[config.mk]
export PLATFORM = sky130hd
export DESIGN_NAME = seg7_scan_decoder
export DESIGN_NICKNAME = d
export VERILOG_FILES = /design/src/rtl/seg7_scan_decoder.sv
export SDC_FILE = /design/constraint.sdc
export NUM_CORES = 1
export LEC_CHECK = 0
export ABC_AREA = 1
export BUFFER_PORTS_ARGS = -buffer_cell sky130_fd_sc_hd__clkbuf_2
export CAP_MARGIN = 20
export CORE_UTILIZATION = 30
export DETAILED_ROUTE_END_ITERATION = 8
export PLACE_DENSITY = 0.55
export SYNTH_ARGS = -nofsm -noshare
export SYNTH_HDL_FRONTEND = slang
export SYNTH_SLANG_ARGS = --single-unit
[constraint.sdc]
create_clock -name clk -period 1.85 [get_ports clk]
set_input_delay 0.185 -clock clk [delete_from_list [all_inputs] [get_ports clk]]
set_output_delay 0.185 -clock clk [all_outputs]
set_load 0.1 [all_outputs]
[src/rtl/seg7_scan_decoder.sv]
// rtl/seg7_scan_decoder.sv - snoops a scanned active-low 7-segment bus and recovers each digit's BCD value
// Optional macro SEG7_SCAN_DP_EN adds the decimal-point input dp_n and per-digit output dp_o.
module seg7_scan_decoder #(
    parameter int NDIG          = 8,
    parameter int STABLE_CYCLES = 4
) (
    input  logic                clk,
    input  logic                rst,
    input  logic [6:0]          seg_n,
    input  logic [NDIG-1:0]     an_n,
`ifdef SEG7_SCAN_DP_EN
    input  logic                dp_n,
    output logic [NDIG-1:0]     dp_o,
`endif
    output logic [4*NDIG-1:0]   digits_o,
    output logic [NDIG-1:0]     valid_o,
    output logic [NDIG-1:0]     err_o,
    output logic                upd_o,
    output logic                frame_o
);

    localparam int CW = (STABLE_CYCLES > 1) ? $clog2(STABLE_CYCLES) : 1;
    localparam logic [CW-1:0] CNT_MAX = CW'(STABLE_CYCLES - 1);

`ifdef SEG7_SCAN_DP_EN
    localparam int SW = NDIG + 8;
    logic [SW-1:0] w_sample;
    assign w_sample = {dp_n, an_n, seg_n};
`else
    localparam int SW = NDIG + 7;
    logic [SW-1:0] w_sample;
    assign w_sample = {an_n, seg_n};
`endif

    typedef enum logic {ST_SETTLE, ST_HELD} state_t;

    state_t           r_state;
    logic [SW-1:0]    r_s;
    logic [CW-1:0]    r_cnt;
    logic [NDIG-1:0]  r_mask;

    logic             w_chg;
    logic [NDIG-1:0]  w_act;
    logic             w_onehot;
    logic             w_commit;
    logic [NDIG-1:0]  w_mask_nxt;
    logic [5:0]       w_dec;

    // {valid, err, value} for an active-high abcdefg pattern
    function automatic logic [5:0] f_decode(input logic [6:0] seg);
        case (seg)
            7'b1111110: f_decode = {2'b10, 4'd0};
            7'b0110000: f_decode = {2'b10, 4'd1};
            7'b1101101: f_decode = {2'b10, 4'd2};
            7'b1111001: f_decode = {2'b10, 4'd3};
            7'b0110011: f_decode = {2'b10, 4'd4};
            7'b1011011: f_decode = {2'b10, 4'd5};
            7'b1011111: f_decode = {2'b10, 4'd6};
            7'b1110000: f_decode = {2'b10, 4'd7};
            7'b1111111: f_decode = {2'b10, 4'd8};
            7'b1111011: f_decode = {2'b10, 4'd9};
            7'b0000000: f_decode = {2'b10, 4'hF};
            default:    f_decode = {2'b01, 4'hE};
        endcase
    endfunction

    // Change is judged as the new sample lands in r_s, so a hold from edge k commits at k+STABLE_CYCLES.
    assign w_chg      = (w_sample != r_s);
    assign w_act      = ~r_s[NDIG+6:7];
    assign w_onehot   = (w_act != '0) && ((w_act & (w_act - NDIG'(1))) == '0);
    assign w_commit   = (r_state == ST_SETTLE) && !w_chg && (r_cnt == CNT_MAX) && w_onehot;
    assign w_mask_nxt = r_mask | w_act;
    assign w_dec      = f_decode(~r_s[6:0]);

    always_ff @(posedge clk) begin
        if (rst) begin
            r_state  <= ST_SETTLE;
            r_s      <= '1;
            r_cnt    <= '0;
            r_mask   <= '0;
            digits_o <= '0;
            valid_o  <= '0;
            err_o    <= '0;
            upd_o    <= 1'b0;
            frame_o  <= 1'b0;
`ifdef SEG7_SCAN_DP_EN
            dp_o     <= '0;
`endif
        end else begin
            r_s     <= w_sample;
            upd_o   <= 1'b0;
            frame_o <= 1'b0;

            case (r_state)
                ST_SETTLE: begin
                    if (w_chg)
                        r_cnt <= '0;
                    else if (r_cnt == CNT_MAX)
                        r_state <= ST_HELD;
                    else
                        r_cnt <= r_cnt + 1'b1;
                end
                ST_HELD: begin
                    if (w_chg) begin
                        r_state <= ST_SETTLE;
                        r_cnt   <= '0;
                    end
                end
                default: r_state <= ST_SETTLE;
            endcase

            if (w_commit) begin
                upd_o <= 1'b1;
                if (&w_mask_nxt) begin
                    frame_o <= 1'b1;
                    r_mask  <= '0;
                end else begin
                    r_mask  <= w_mask_nxt;
                end
                for (int i = 0; i < NDIG; i++) begin
                    if (w_act[i]) begin
                        digits_o[4*i +: 4] <= w_dec[3:0];
                        valid_o[i]         <= w_dec[5];
                        err_o[i]           <= w_dec[4];
`ifdef SEG7_SCAN_DP_EN
                        dp_o[i]            <= ~r_s[SW-1];
`endif
                    end
                end
            end
        end
    end

endmodule

==> impl_metrics.toml <==
[power]
powerDensity_nw_per_um2 = 741
vdd_drop_max_mv = 0.492
power_leakage_uw = 0.00232

[timing]
finalCritPeriodShare = 0.947
fin_crit_ns = 1.75
slew_headroom = 0.635
slew_viol_final = 0
hold_viol_final = 0
setup_slack_ns = 0.0978
skew_ns = 0.00484
tightest_slew_ns = 0.550
setup_viol = 0
fmax_ghz = 0.571

[synthesis]
synth_cell_types = 24
synth-main-ff-cell = "dfxtp_1"
avgSynthCellArea_um2 = 6.44
synthesis.nets = 572
synth_edf_count = 0
synth_seq_area_share = 0.427
synth_area_um2 = 3570
synth.area.top_cells = "dfxtp_1, nand2_1, nor2_1"
synth_top_area_frac = 0.427
synth.largest_area_cell = "dfxtp_1"
yosys_warnings = 0
synth_seq_cells = 76
syn_inst = 554
async_flop_share = 0

[cts]
cts_buffers = 9
numClockSinks = 76
cts_hold_buf = 0
cts_tree = "done"
ctsRootBufferMaster = "clkbuf_16"
clk_path_buf_depth = 2
clkTransAtPathRegs_ns = 0.05
clk_latency_ns = 0.33
ctsHtreeMaxLevel = 3

[finish]
layout_commonest_cell = "nand2_1"
final_nets = 661
num_antenna_cells = 0
drive_gt1_frac = 0.252
fillCellCount = 1222
final_cell_mix = "nand2_1, inv_1, nor2_1"
area_growth_pct = 30.3
stdcell_count = 786

[die]
core-area_um2 = 11500
die_area_um2 = 12300
rows = 39
start_util = 0.310
num_io_pins = 67
die_h_um = 111
dieWidth_um = 111

[setup_path]
r2r_end = "valid_o[6]"
critPathCaptureType = "register"
reg2regPathDepth = 11
crit_arrival_ns = 1.98
r2r-start = "r_cnt[1]"
crit_type = "reg2reg"
cp_data_required_time_ns = 2.07
cp-start-kind = "register"
reg2reg_slack_ns = 0.1
path_max_fanout = 12

[detailed_routing]
drt-initial-drc-count = 117
wl_per_cell_um = 11.4
ant_nets = 0
remaining_drc_errors = 8
viasPerCell = 4.24
first_pass_iters = 6
drt-total-wl_um = 8990
vias = 3334

[global_routing]
met1_usage = 0.182
grt_busiest_layer = "met2"
grt_util_met2 = 0.268
use_met3 = 0.0416
first_global_vias = 3322
grt_max_degree = 36
antenna_found_initial = 0
track_usage = 0.154
grt_pass1_wl_um = 14900
grt-ovfl-total = 0

[place]
dp_worst_setup_slack_ns = 0.0314
numPortBuffers = 66
gp_congestion = 0.743
placed_cells = 772
hpwl_um = 6590

[min_path]
hold_depth = 3
hp-start = "seg_n[3]"
min_path_type = "in2reg"
hold-path-endpoint = "r_s[3]"

[run_status]
status = "finished, violations left"
failed_checks = "DRC"

[flow_run]
maxCapViolations = 0
metrics by stage:
stage	power, uW	utilization	setup TNS, ns	hold slack [ns]	cell area (um^2)
5_1_grt	3600	0.404	-0.128	0.0569	4650
6_report	3450	0.404	0	0.0586	4650
2_1_floorplan	1890	-	0	0.282	3570
3_5_place_dp	1990	0.363	0	0.394	4180
3_3_place_gp	1990	0.363	0	0.386	4180
4_1_cts	3470	0.384	0	0.0504	4420
sequential cells by signal, summed over array words and instances, names as in the netlist:
register	cells
r_cnt	2
digits_o	32
err_o	8
upd_o	1
r_s	15
r_mask	8
r_state	1
frame_o	1
valid_o	8
power by group:
group          leakage (uW)  switching, uW  internal (uW)
logic               0.00159            194           97.4
registers          0.000615           23.1           1660
clock network      0.000116            608            867
total               0.00232            825           2620
kinds of logic (layout without fill, tap and decap cells):
group / after synthesis / count (layout) / share of synthesized area
AO/OA/AOI/OAI: 23 / 23 / 0.0340
XOR/XNOR: 2 / 2 / 0.00491
adder cells (fa/ha/maj): 1 / 1 / 0.00351
buffers and inverters: 111 / 200 / 0.122
flip-flops: 76 / 76 / 0.427
AND/OR/NAND/NOR: 341 / 341 / 0.409
routing by layer:
layer,up-vias,share of wire
met4,0,0.011
met5,-,0
met3,8,0.049
li1,1819,-
met2,64,0.47
met1,1443,0.47
critical path, cell delays in order, from the launching register on:
cell and delay, ns:
dfxtp_2 0.35, ha_4 0.14, inv_1 0.05, nor2_2 0.14, nand3_2 0.10, nor2_4 0.13
nand4_1 0.17, nor2_4 0.18, buf_12 0.15, nand3_1 0.12, nand2_1 0.08, nor2_1 0.04
Yosys cell counts, types with 2 or more instances:
library cell,number
o22ai_1,2
clkbuf_1,6
nand3_1,40
nand3_2,8
nand2_1,177
nand2_2,8
inv_1,94
xnor2_1,2
nor2_1,96
inv_4,2
nor3_1,2
buf_6,2
inv_2,6
nand4_1,2
dfxtp_1,76
nor2_4,4
nor2_2,2
a21oi_1,18
o21ai_0,2
worst max-delay path by stage:
stage,slack (ns),start,end
floorplan,0.25,r_cnt[0],err_o[0]
CTS,0.009,r_cnt[0],r_mask[5]
detailed placement,0.03,r_cnt[0],r_mask[5]
global placement,0.06,r_s[10],digits_o[26]
finish,0.1,r_cnt[1],valid_o[6]
global route,-0.02,r_cnt[1],err_o[3]
final cells by class:
type                    instances  area (um^2)  area share
repair buffers                 85          518       0.111
clock buffers                  10          229      0.0492
inverters                     103          395      0.0850
multi-input cells             367         1780       0.383
well taps                     143          179      0.0385
flip-flops and latches         76         1540       0.330
repair inverters                1         7.51     0.00161
clock inverters                 1         5.00     0.00108
repair_timing:
| item | in CTS | in global routing |
|---|---|---|
| resized for setup | 0 | 51 |
| buffers inserted | 0 | 2 |
| endpoints found under the setup margin | 0 | 56 |
Power figures use the tool's default switching activity.
